<file path="src/rtl/addr_seq_ctrl.sv">
// rtl/addr_seq_ctrl.sv - control-pin sequencer for a cascaded 16-bit up/down/load address counter
// Loads a start address, steps it once per accepted beat, and stages select codes so S never flips both bits.
module addr_seq_ctrl #(
   parameter int AW = 16,
   parameter int LW = 16
) (
   input  logic          clk,
   input  logic          rst,
   input  logic          start,
   input  logic          clr_req,
   input  logic          dir_down,
   input  logic [AW-1:0] start_addr,
   input  logic [LW-1:0] length,
   input  logic          abort,
   input  logic          beat_ready,
   input  logic          cnt_rco_n,
   output logic [1:0]    cnt_s,
   output logic          cnt_enp_n,
   output logic          cnt_ent_n,
   output logic [AW-1:0] cnt_data,
   output logic          beat_valid,
   output logic          busy,
   output logic          done,
   output logic          wrap_err
);

   typedef enum logic [3:0] {
      IDLE, CLR_PRE, CLEAR, CLEAR2, CLR_POST, IDLE_RET,
      LOAD, SETTLE, RUN, EXIT, DONE
   } state_t;

   localparam logic [1:0] S_CLR  = 2'b00;
   localparam logic [1:0] S_DOWN = 2'b01;
   localparam logic [1:0] S_LOAD = 2'b10;
   localparam logic [1:0] S_UP   = 2'b11;

   state_t          r_state;
   logic            r_dir;
   logic [LW-1:0]   r_len;
   logic [LW-1:0]   r_rem;
   logic [1:0]      r_s;
   logic            r_ent_n;
   logic [AW-1:0]   r_data;
   logic            r_bv;
   logic            r_busy;
   logic            r_done;
   logic            r_wrap;

   assign cnt_s      = r_s;
   assign cnt_ent_n  = r_ent_n;
   assign cnt_data   = r_data;
   assign beat_valid = r_bv;
   assign busy       = r_busy;
   assign done       = r_done;
   assign wrap_err   = r_wrap;

   // Count enable P is the only unregistered output so a beat advances on the very edge it is accepted.
   assign cnt_enp_n = ~((r_state == RUN) & beat_ready & ~abort);

   always_ff @(posedge clk or posedge rst) begin
      if (rst) begin
         r_state <= IDLE;
         r_dir   <= 1'b0;
         r_len   <= '0;
         r_rem   <= '0;
         r_s     <= S_UP;
         r_ent_n <= 1'b1;
         r_data  <= '0;
         r_bv    <= 1'b0;
         r_busy  <= 1'b0;
         r_done  <= 1'b0;
         r_wrap  <= 1'b0;
      end else begin
         r_done <= 1'b0;
         case (r_state)
            IDLE: begin
               if (start) begin
                  r_state <= LOAD;
                  r_dir   <= dir_down;
                  r_len   <= length;
                  r_data  <= start_addr;
                  r_wrap  <= 1'b0;
                  r_s     <= S_LOAD;
                  r_busy  <= 1'b1;
               end else if (clr_req) begin
                  r_state <= CLR_PRE;
                  r_s     <= S_UP;
                  r_busy  <= 1'b1;
               end
            end
            // Clear is reached 11->01->00 and left 00->01->11 so only one select bit moves per edge.
            CLR_PRE: begin
               r_state <= CLEAR;
               r_s     <= S_DOWN;
            end
            CLEAR: begin
               r_state <= CLEAR2;
               r_s     <= S_CLR;
            end
            CLEAR2: begin
               r_state <= CLR_POST;
               r_s     <= S_DOWN;
            end
            CLR_POST: begin
               r_state <= IDLE_RET;
               r_s     <= S_UP;
               r_done  <= 1'b1;
            end
            IDLE_RET: begin
               r_state <= IDLE;
               r_busy  <= 1'b0;
            end
            LOAD: begin
               r_state <= SETTLE;
               r_s     <= S_UP;
            end
            SETTLE: begin
               if (r_len == '0) begin
                  r_state <= DONE;
                  r_done  <= 1'b1;
               end else begin
                  r_state <= RUN;
                  r_rem   <= r_len - 1'b1;
                  r_s     <= r_dir ? S_DOWN : S_UP;
                  r_ent_n <= 1'b0;
                  r_bv    <= 1'b1;
               end
            end
            RUN: begin
               if (abort || (beat_ready && r_rem == '0)) begin
                  r_state <= EXIT;
                  r_s     <= S_UP;
                  r_ent_n <= 1'b1;
                  r_bv    <= 1'b0;
               end else if (beat_ready) begin
                  r_rem <= r_rem - 1'b1;
               end
               if (!abort && beat_ready && !cnt_rco_n && r_rem != '0) begin
                  r_wrap <= 1'b1;
               end
            end
            EXIT: begin
               r_state <= DONE;
               r_done  <= 1'b1;
            end
            DONE: begin
               r_state <= IDLE;
               r_busy  <= 1'b0;
            end
            default: begin
               r_state <= IDLE;
               r_s     <= S_UP;
               r_ent_n <= 1'b1;
               r_bv    <= 1'b0;
               r_busy  <= 1'b0;
            end
         endcase
      end
   end

endmodule

</file>
<file path="config.mk">
export PLATFORM = sky130hd
export DESIGN_NAME = addr_seq_ctrl
export DESIGN_NICKNAME = d
export VERILOG_FILES = /design/src/rtl/addr_seq_ctrl.sv
export SDC_FILE = /design/constraint.sdc
export NUM_CORES = 1
export LEC_CHECK = 0
export ABC_CLOCK_PERIOD_IN_PS = 3410
export CORE_MARGIN = 2
export CORE_UTILIZATION = 51
export DETAILED_ROUTE_END_ITERATION = 8
export PLACE_DENSITY = 0.79
export SKIP_CTS_REPAIR_TIMING = 1
export SLEW_MARGIN = 0
export SYNTH_ARGS = -nofsm -noshare
export SYNTH_HDL_FRONTEND = slang
export SYNTH_SLANG_ARGS = --single-unit
</file>
<file path="constraint.sdc">
create_clock -name clk -period 3.41 [get_ports clk]
set_input_delay 0.8525 -clock clk [delete_from_list [all_inputs] [get_ports clk]]
set_output_delay 0.8525 -clock clk [all_outputs]
set_load 0.01 [all_outputs]
</file>
==> impl_summary.txt <==
----------------------------------------------------
[Placed design]
  Setup WS pre-CTS ... 0.486 ns
  GPL Wtd Cong ... 0.847
  Detailed placer's ending HPWL ... 5.15 mm
  Cell total after placement ... 454
  Port-buffer cells ... 63

[CTS]
  Clk buf depth ... 2
  Insertion delay to the later sink of the worst-skew pair ... 0.34 ns
  Clock tree from TritonCTS ... built
  Clock transition at path regs ... 0.07 ns
  TritonCTS buffer count ... 9
  Number of H-tree levels ... 3
  Num Clock Sinks ... 60
  Root buffer cell ... sky130_fd_sc_hd__clkbuf_8

[STA]
  Tightest Pin Transition ... 0.763 ns
  Post-route fraction of the period consumed by the critical path ... 91.0%
  Setup Viol. Count Final ... 0
  Final Hold Viols ... 0
  Relative slew slack ... 49.1%
  Summed negative setup slack over all endpoints ... 0 ns
  Maximum clock skew at final layout ... 0.00762 ns
  RSZ-0062 raised after global routing ... no
  Worst hold slack across all endpoints ... 0.471 ns
  Achievable Freq ... 322 MHz
  Post-layout minimum cycle time ... 3.10 ns
  Slew Limit Fails ... 0
  Final worst slack ... 0.308 ns

[Global route]
  Initial antenna violation count ... 0
  Maximum number of pins on one net before global-route repair ... 61
  Overall routing resource usage ... 22.8%
  Number of global-route vias before repair ... 2,761
  GRT overflow ... 0
  First-pass GRT wire length ... 12.9 mm

[Worst setup path]
  Launch instance of the worst register-to-register path ... r_state[0]
  Critical path capture point ... cnt_enp_n
  Register-to-register setup slack ... 0.39 ns
  WS Path Type ... flip-flop to primary output
  Launching element of the worst setup path ... r_state[0]
  Nature of the critical path endpoint ... primary output
  Endpoint of the most critical register-to-register path ... r_rem[12]
  Data required time of the worst path ... 2.56 ns
  Critical Path Start Type ... flip-flop
  Length in cells of the worst reg-to-reg path ... 9
  Arrival time at the worst endpoint ... 2.25 ns
  Maximum fanout along the worst path ... 14

[Hold path]
  Worst hold path type ... flip-flop to flip-flop
  Hold Path Origin ... cnt_s[1]

[Logic synthesis]
  Number of enable flip-flop cells after synthesis ... 0
  Number of warnings issued by yosys ... 0
  Synthesized netlist cell count ... 329
  Dominant register cell in the synthesized netlist ... sky130_fd_sc_hd__dfrtp_1
  Post-Syn Area per Cell ... 9.93 sq um
  Async S/R FF share, synth ... 100%
  Post-synth net total ... 370
  Synthesis-stage register bit count ... 60
  Synth cell types ... 55
  Sequential cell area fraction in the yosys report ... 46.1%
  Syn Std Cell Area ... 3270 sq um

[Floorplan]
  Die Width ... 84.1 um
  Placeable core area ... 6280 sq um
  Height of the chip ... 84.1 um
  Standard-cell row count ... 29
  Die area ... 7060 sq um
  IO Count ... 64
  Initial Utilization ... 52.1%

[Flow run]
  Maximum capacitance violations ... 0

[Layout]
  Commonest non-fill, non-tap cells in the layout ... sky130_fd_sc_hd__clkdlybuf4s50_1, sky130_fd_sc_hd__dfrtp_1, sky130_fd_sc_hd__mux2_2, sky130_fd_sc_hd__nand2_1
  Fraction of final layout cells with drive strength greater than 1 ... 17.8%
  Syn-to-layout area delta ... 27.5%
  Layout Cells excl Fill ... 470
  Diode insertion count for antenna repair ... 0
  Number of nets in the finished design ... 429
  Leading cell type in the layout, fill and taps excluded ... sky130_fd_sc_hd__clkdlybuf4s50_1

[Pwr]
  Power per cell area ... 897 nW/um^2
  Total Power Consumption ... 0.00374 W
  Static leakage ... 1.67 nW
  Peak VDD IR ... 482 uV

[Route]
  WL/cell ... 16.3 um
  Number of remaining DRC errors ... 0
  DR iter-0 viols ... 259
  Count of nets left with antenna violations after detail routing ... 0
  TritonRoute pass-1 iters ... 4
  Routed vias/inst ... 6.05
  Total number of vias ... 2,843
  Wirelength, routed ... 7.66 mm

[Status]
  Status ... finished clean

----------------------------------------------------
[worst max-delay path: stages, from the launching register on]
cell and delay (ns):
sky130_fd_sc_hd__dfrtp_1 0.53, sky130_fd_sc_hd__or4b_1 0.70, sky130_fd_sc_hd__nor2_8 0.15, sky130_fd_sc_hd__nand2_1 0.06, sky130_fd_sc_hd__clkdlybuf4s50_1 0.47
[per-stage QoR]
stage | cell area, sq um | utilization [%]
final | 4170 | 66.4
after CTS | 4170 | 66.4
after detailed placement | 3950 | 62.9
after floorplan | 3270 | -
after global placement | 3950 | 62.9
after global routing | 4170 | 66.4
[cell type report]
type                    instances  area [sq um]
inverters                       9          33.8
multi-input cells             239          1640
clock buffers                  11           141
fillers                       496          2110
clock inverters                 5          75.1
flip-flops and latches         60          1510
repair buffers                 69           676
well taps                      77          96.3
[kinds of logic after synthesis]
family                     after synthesis  share of synthesized area [%]
AOI/OAI and AO/OA                       78                           16.2
xor gates and xnor gates                 4                           1.07
adders and majority gates                1                          0.383
buffers and inverters                   30                           3.98
DFF                                     60                           46.1
muxes                                   42                           14.3
and+or+nand+nor                        114                           18.0
[worst min-delay path by stage]
| stage | endpoint | cells past startpoint | slack, ns |
|---|---|---|---|
| after floorplan | r_rem[0] | 2 | 0.47 |
| after global placement | cnt_s[1] | 2 | 0.46 |
| after detailed placement | cnt_s[1] | 2 | 0.46 |
| after CTS | cnt_s[1] | 2 | 0.48 |
| after global routing | cnt_s[1] | 2 | 0.51 |
| final | cnt_s[1] | 2 | 0.47 |
[flip-flops by register name, summed over array words and instances, names as in the netlist]
| signal | flops |
|---|---|
| wrap_err | 1 |
| beat_valid | 1 |
| r_state | 4 |
| done | 1 |
| busy | 1 |
| cnt_s | 2 |
| r_len | 16 |
| cnt_ent_n | 1 |
| r_dir | 1 |
| cnt_data | 16 |
| r_rem | 16 |
[Yosys cell counts, types with 2 or more instances]
cell | count | share of area (%)
sky130_fd_sc_hd__nand4_1 | 8 | 1.5
sky130_fd_sc_hd__xor2_1 | 3 | 0.80
sky130_fd_sc_hd__mux2_2 | 37 | 13
sky130_fd_sc_hd__buf_1 | 2 | 0.23
sky130_fd_sc_hd__nand2b_1 | 4 | 0.77
sky130_fd_sc_hd__mux2i_1 | 5 | 1.5
sky130_fd_sc_hd__o221ai_1 | 3 | 0.80
sky130_fd_sc_hd__a21oi_1 | 21 | 3.2
sky130_fd_sc_hd__nand2_1 | 36 | 4.1
sky130_fd_sc_hd__nor4b_1 | 2 | 0.54
sky130_fd_sc_hd__inv_1 | 9 | 1.0
sky130_fd_sc_hd__o22ai_1 | 4 | 0.77
sky130_fd_sc_hd__clkbuf_1 | 12 | 1.4
sky130_fd_sc_hd__buf_2 | 5 | 0.77
sky130_fd_sc_hd__a31oi_1 | 3 | 0.57
sky130_fd_sc_hd__o31ai_1 | 6 | 1.4
sky130_fd_sc_hd__nand3_1 | 6 | 0.92
sky130_fd_sc_hd__nand4b_1 | 2 | 0.54
sky130_fd_sc_hd__o21ai_0 | 21 | 3.2
sky130_fd_sc_hd__dfstp_2 | 3 | 2.4
sky130_fd_sc_hd__o311ai_1 | 2 | 0.54
sky130_fd_sc_hd__nor2_1 | 20 | 2.3
sky130_fd_sc_hd__nor3_1 | 16 | 2.5
sky130_fd_sc_hd__or3_1 | 6 | 1.1
sky130_fd_sc_hd__nor4_1 | 3 | 0.57
sky130_fd_sc_hd__dfrtp_1 | 57 | 44
sky130_fd_sc_hd__nor2b_1 | 2 | 0.38
sky130_fd_sc_hd__or4_1 | 2 | 0.46
sky130_fd_sc_hd__o21a_1 | 2 | 0.46
sky130_fd_sc_hd__o211ai_1 | 2 | 0.46
[power breakdown]
group | internal, W | total [W] | switching [W]
logic | 0.000820 | 0.00154 | 0.000715
clock network | 0.000428 | 0.000705 | 0.000278
registers | 0.00108 | 0.00150 | 0.000423
total | 0.00232 | 0.00374 | 0.00142
[metal layers]
layer | vias up | part of all wire (%) | global-route usage, %
met5 | - | 0 | 0
met1 | 1373 | 43 | 30.4
li1 | 1326 | - | -
met4 | 0 | 2.5 | 10.4
met2 | 126 | 48 | 34.8
met3 | 18 | 7.0 | 6.03
Power figures use the tool's default switching activity.
